--- config.mk ---
export PLATFORM = sky130hd
export DESIGN_NAME = imm_gen_stage
export DESIGN_NICKNAME = d
export VERILOG_FILES = /design/src/rtl/imm_gen_pkg.sv /design/src/rtl/imm_gen_stage_imm_decode.sv /design/src/rtl/imm_gen_stage.sv
export SDC_FILE = /design/constraint.sdc
export NUM_CORES = 1
export LEC_CHECK = 0
export ABC_AREA = 1
export BUFFER_PORTS_ARGS = -buffer_cell sky130_fd_sc_hd__buf_2
export CORE_MARGIN = 8
export CORE_UTILIZATION = 56
export DETAILED_ROUTE_END_ITERATION = 10
export PLACE_DENSITY = 0.8
export SYNTH_ARGS = -nofsm -noshare
export SYNTH_HDL_FRONTEND = slang
export SYNTH_SLANG_ARGS = --single-unit
--- constraint.sdc ---
create_clock -name clk -period 2.5 [get_ports clk]
set_input_delay 0.375 -clock clk [delete_from_list [all_inputs] [get_ports clk]]
set_output_delay 0.375 -clock clk [all_outputs]
set_load 0.01 [all_outputs]
--- src/rtl/imm_gen_pkg.sv ---
// Shared types and constants for the decode-stage immediate generator.
package imm_gen_pkg;

    localparam int unsigned IMM_XLEN = 32;
    localparam int unsigned OPC_W    = 7;

    typedef enum logic [2:0] {
        IMM_R,
        IMM_I,
        IMM_S,
        IMM_B,
        IMM_U,
        IMM_J,
        IMM_SHAMT
    } imm_format_e;

    // Occupancy encoding: bit 0 is main_valid, bit 1 is skid_valid.
    typedef enum logic [1:0] {
        ST_EMPTY = 2'b00,
        ST_ONE   = 2'b01,
        ST_FULL  = 2'b11
    } stage_state_e;

    localparam logic [OPC_W-1:0] OPC_LUI    = 7'b0110111;
    localparam logic [OPC_W-1:0] OPC_AUIPC  = 7'b0010111;
    localparam logic [OPC_W-1:0] OPC_JAL    = 7'b1101111;
    localparam logic [OPC_W-1:0] OPC_JALR   = 7'b1100111;
    localparam logic [OPC_W-1:0] OPC_BRANCH = 7'b1100011;
    localparam logic [OPC_W-1:0] OPC_LOAD   = 7'b0000011;
    localparam logic [OPC_W-1:0] OPC_STORE  = 7'b0100011;
    localparam logic [OPC_W-1:0] OPC_OP_IMM = 7'b0010011;
    localparam logic [OPC_W-1:0] OPC_OP     = 7'b0110011;
    localparam logic [OPC_W-1:0] OPC_FENCE  = 7'b0001111;
    localparam logic [OPC_W-1:0] OPC_SYSTEM = 7'b1110011;

    typedef struct packed {
        logic [IMM_XLEN-1:0] imm;
        imm_format_e         fmt;
        logic                illegal;
    } imm_entry_t;

endpackage

--- src/rtl/imm_gen_stage_imm_decode.sv ---
// Combinational RV32I format classifier and immediate extractor.
module imm_decode
    import imm_gen_pkg::*;
(
    input  logic [IMM_XLEN-1:0] instr,
    output imm_entry_t          entry_c
);

    logic [OPC_W-1:0] opcode;
    logic [2:0]       funct3;

    assign opcode = instr[6:0];
    assign funct3 = instr[14:12];

    always_comb begin
        entry_c.imm     = '0;
        entry_c.fmt     = IMM_R;
        entry_c.illegal = 1'b0;
        case (opcode)
            OPC_LUI, OPC_AUIPC: begin
                entry_c.imm = {instr[31:12], 12'b0};
                entry_c.fmt = IMM_U;
            end
            OPC_JAL: begin
                entry_c.imm = {{11{instr[31]}}, instr[31], instr[19:12], instr[20],
                               instr[30:21], 1'b0};
                entry_c.fmt = IMM_J;
            end
            OPC_JALR, OPC_LOAD, OPC_FENCE, OPC_SYSTEM: begin
                entry_c.imm = {{20{instr[31]}}, instr[31:20]};
                entry_c.fmt = IMM_I;
            end
            OPC_OP_IMM: begin
                // Shift-immediates carry a 5-bit zero-extended shamt, not a signed imm.
                if (funct3 == 3'b001 || funct3 == 3'b101) begin
                    entry_c.imm = {27'b0, instr[24:20]};
                    entry_c.fmt = IMM_SHAMT;
                end else begin
                    entry_c.imm = {{20{instr[31]}}, instr[31:20]};
                    entry_c.fmt = IMM_I;
                end
            end
            OPC_STORE: begin
                entry_c.imm = {{20{instr[31]}}, instr[31:25], instr[11:7]};
                entry_c.fmt = IMM_S;
            end
            OPC_BRANCH: begin
                entry_c.imm = {{19{instr[31]}}, instr[31], instr[7], instr[30:25],
                               instr[11:8], 1'b0};
                entry_c.fmt = IMM_B;
            end
            OPC_OP: begin
                entry_c.fmt = IMM_R;
            end
            default: begin
                entry_c.illegal = 1'b1;
            end
        endcase
    end

endmodule

--- src/rtl/imm_gen_stage.sv ---
// Decode-stage immediate generator with a registered output and a one-entry skid,
// so instr_ready depends only on local state.
module imm_gen_stage
    import imm_gen_pkg::*;
#(
    parameter int unsigned XLEN = IMM_XLEN
) (
    input  logic            clk,
    input  logic            rst_n,
    input  logic            instr_valid,
    output logic            instr_ready,
    input  logic [XLEN-1:0] instruction,
    input  logic            flush,
    output logic            imm_valid,
    input  logic            imm_ready,
    output logic [XLEN-1:0] immediate_data,
    output logic [2:0]      imm_format,
    output logic            illegal
);

    stage_state_e state_q, state_d;
    imm_entry_t   main_q, main_d;
    imm_entry_t   skid_q, skid_d;
    imm_entry_t   dec_entry;
    logic [XLEN-1:0] instr_gated;
    logic         in_xfer;
    logic         out_xfer;

    // Keep an idle (possibly X) bus out of the decoder.
    assign instr_gated = instr_valid ? instruction : '0;

    imm_decode u_imm_decode (
        .instr   (instr_gated),
        .entry_c (dec_entry)
    );

    assign instr_ready    = ~state_q[1];
    assign imm_valid      = state_q[0];
    assign immediate_data = main_q.imm;
    assign imm_format     = main_q.fmt;
    assign illegal        = main_q.illegal;

    // A flushed cycle never admits a word.
    assign in_xfer  = instr_valid & instr_ready & ~flush;
    assign out_xfer = imm_valid & imm_ready;

    always_comb begin
        state_d = state_q;
        main_d  = main_q;
        skid_d  = skid_q;
        case (state_q)
            ST_EMPTY: begin
                if (in_xfer) begin
                    main_d  = dec_entry;
                    state_d = ST_ONE;
                end
            end
            ST_ONE: begin
                if (out_xfer && in_xfer) begin
                    main_d = dec_entry;
                end else if (out_xfer) begin
                    state_d = ST_EMPTY;
                end else if (in_xfer) begin
                    skid_d  = dec_entry;
                    state_d = ST_FULL;
                end
            end
            ST_FULL: begin
                if (out_xfer) begin
                    main_d  = skid_q;
                    state_d = ST_ONE;
                end
            end
            default: begin
                state_d = ST_EMPTY;
            end
        endcase
        if (flush) begin
            state_d = ST_EMPTY;
        end
    end

    always_ff @(posedge clk or negedge rst_n) begin
        if (!rst_n) begin
            state_q <= ST_EMPTY;
            main_q  <= '{imm: '0, fmt: IMM_R, illegal: 1'b0};
            skid_q  <= '{imm: '0, fmt: IMM_R, illegal: 1'b0};
        end else begin
            state_q <= state_d;
            main_q  <= main_d;
            skid_q  <= skid_d;
        end
    end

endmodule

==> results.yml <==
clocking:
  cts_tree: "built"
  root_buffer: "clkbuf_8"
  clk_latency_ns: 0.36
  clk_pin_slew_ns: 0.08
  clock_path_buffers: 2
  postCtsSetupRepairBufs: 0
  cts_inserted_buffers: 9
  cts_resized: 0
  cts_hold_buffers: 0
  h-tree-depth: 3
  cts_sinks: 74
placement:
  pre_cts_slack_ns: 0.264
  dp_hpwl_um: 7600
  gp_congestion: 0.938
  port_buffers: 74
floorplanning:
  pin_count: 75
  dieArea_um2: 10600
  initial_utilization_pct: 58.3
  dieHeight_um: 103
  die_w_um: 103
  row_count: 31
  fp.coreArea_um2: 7290
detailed_routing:
  met3WireLength_um: 898
  wirelength_um: 11100
  routed.top_layer: "met4"
  vias: 4036
  drtIter0Drc: 270
  met1_length_um: 4850
  drc: 0
  antenna_left: 0
  drtPass1Iterations: 5
  vias_per_cell: 5.37
  wl_per_cell_um: 14.8
  wl_met2_um: 5140
critical_path:
  path_class: "reg -> reg"
  regToRegStartpoint: "state_q[1]"
  cp-start-kind: "flop"
  startpoint: "state_q[1]"
  cp.arrival_ns: 2.42
  worst_setup_path_end_kind: "flop"
  critPathMaxFanout: 29
  critPathRequiredTime_ns: 2.72
logic_synthesis:
  ys.flop_type: "dfrtp_1"
  async_reset_ff_share_pct: 100
  synth.yosys.seq_area_share_pct: 43.6
  synth_edf_count: 0
  yosysWarnings: 0
  synth.distinct_cells: 29
  synth_cells: 589
  ys_seq_elements: 74
  syn_nets: 630
  avgSynthCellArea_um2: 7.22
  syn-cell-area_um2: 4250
pwr:
  p_per_area_nw_per_um2: 988
  p_leak_nw: 2.91
  ir_worst_vdd_uv: 709
sta:
  worst_pin_slew_ns: 0.930
  worst_clock_skew_ns: 0.00706
  fin_crit_sh_pct: 87.9
  fmax_ghz: 0.455
  min_period_ns: 2.20
  hold_slack_ns: 0.139
  slew_viol_final: 0
  fin_setup_tns_ns: 0
  setup_viol: 0
  rsz0062_at_grt: "no"
  finalWorstSetupSlack_ns: 0.302
  max_slew_margin_pct: 38.0
  finalHoldViolations: 0
run:
  drv_cap: 0
global_route:
  grt_pass1_vias: 3887
  grt_max_degree: 75
  grtUsageTotal_pct: 22.2
  grt_pass1_wl_um: 18500
  antenna_found_initial: 0
  grt_overflow: 0
finish:
  drive_gt1_share_pct: 20.4
  fin_nets: 688
  insertedDiodeCount: 0
  area_delta_synth_final_pct: 12.8
worst_hold_path:
  hp-class: "in -> async"
outcome:
  status: "finished, final reports clean"
==> cell type report <==
| type | count | area (um^2) |
|---|---|---|
| Clock inverter | 6 | 66.3 |
| Multi-Input combinational cell | 427 | 1990 |
| Inverter | 51 | 191 |
| Tap cell | 99 | 124 |
| Clock buffer | 10 | 128 |
| Fill cell | 660 | 2500 |
| Sequential cell | 74 | 1850 |
| Timing Repair Buffer | 84 | 448 |
==> sequential cells by signal, summed over array words and instances, names as in the netlist <==
signal          cells
imm_format          3
skid_q             36
illegal             1
state_q             2
immediate_data     32
==> stage by stage <==
step	power, mW	std cells	util [%]	area, um^2
after floorplan	3.18	589	-	4250
after global placement	3.72	735	63.1	4600
after detailed placement	3.80	735	63.1	4600
after CTS	4.75	751	65.8	4790
after global routing	5.11	751	65.8	4790
final	4.74	751	65.8	4790
==> kinds of logic after synthesis <==
family	Yosys count	share of synthesized area, %
AOI/OAI and AO/OA	66	8.98
adders and majority gates	4	1.18
buffers and inverters	88	9.71
DFF	74	43.6
and+or+nand+nor	357	36.6
==> layout by cell type (no fill, tap or decap) <==
| cell type | synthesis | final |
|---|---|---|
| o21ai_0 | 20 | 20 |
| nand2_1 | 210 | 210 |
| buf_4 | 1 | 11 |
| o21ai_1 | 7 | 7 |
| nand3_1 | 37 | 37 |
| a22oi_1 | 1 | 1 |
| inv_1 | 46 | 46 |
| nor2_4 | 4 | 4 |
| clkinvlp_4 | 0 | 3 |
| nand3_2 | 1 | 1 |
| nand3_4 | 2 | 2 |
| a21oi_1 | 20 | 20 |
| nand2_2 | 8 | 8 |
| o21ai_2 | 9 | 9 |
| nor2_2 | 3 | 3 |
| nor2_1 | 65 | 65 |
| o311ai_0 | 1 | 1 |
| buf_2 | 14 | 73 |
| ha_1 | 4 | 4 |
| nand4_1 | 24 | 24 |
| a31oi_1 | 7 | 7 |
| clkbuf_1 | 13 | 1 |
| clkinv_2 | 0 | 1 |
| dfrtp_1 | 74 | 74 |
| nand2_4 | 2 | 2 |
| clkbuf_8 | 0 | 9 |
| o21a_1 | 1 | 1 |
| inv_2 | 5 | 5 |
| bufinv_16 | 0 | 1 |
| inv_6 | 0 | 1 |
| nor3_1 | 1 | 1 |
==> power breakdown <==
part	leakage, nW	switching [mW]	internal (mW)	total (mW)
Combinational	1.83	1.29	0.697	1.99
Clock	0.0889	0.489	0.463	0.952
Sequential	0.992	0.201	1.60	1.80
Total	2.91	1.98	2.76	4.74
==> synthesized netlist by cell type (all sizes together), types with 4 or more instances <==
| cell type | n | area share (%) |
|---|---|---|
| nand2 | 220 | 20 |
| dfrtp | 74 | 44 |
| nor2 | 72 | 7.2 |
| inv | 51 | 4.5 |
| nand3 | 40 | 5.4 |
| o21ai | 36 | 5.0 |
| buf | 24 | 4.1 |
| nand4 | 24 | 3.5 |
| a21oi | 20 | 2.4 |
| clkbuf | 13 | 1.1 |
| a31oi | 7 | 1.0 |
| ha | 4 | 1.2 |
==> layer usage <==
metal | GRT usage, % | up-vias
li1 | - | 1971
met5 | 0 | -
met2 | 34.3 | 154
met4 | 8.34 | 0
met3 | 6.28 | 18
met1 | 29.0 | 1893
==> worst paths after layout <==
check	cells past startpoint	slack, ns	end
setup reg to reg	9	0.30	skid_q[14]
min in group clk	3	0.29	skid_q[5]
max in group asynchronous	1	1.74	immediate_data[29]
hold reg to reg	2	0.48	immediate_data[6]
setup / recovery	9	0.30	skid_q[14]
hold / removal	1	0.14	immediate_data[6]
==> worst max-delay path, stage by stage, from the launching register on <==
cell and delay, ns:
dfrtp_1 0.42, inv_1 0.19, ha_1 0.22, inv_1 0.07
nor2_1 0.18, inv_1 0.11, nor2_4 0.33, inv_2 0.31
nand2_1 0.12, o21ai_0 0.09
Power figures use the tool's default switching activity.
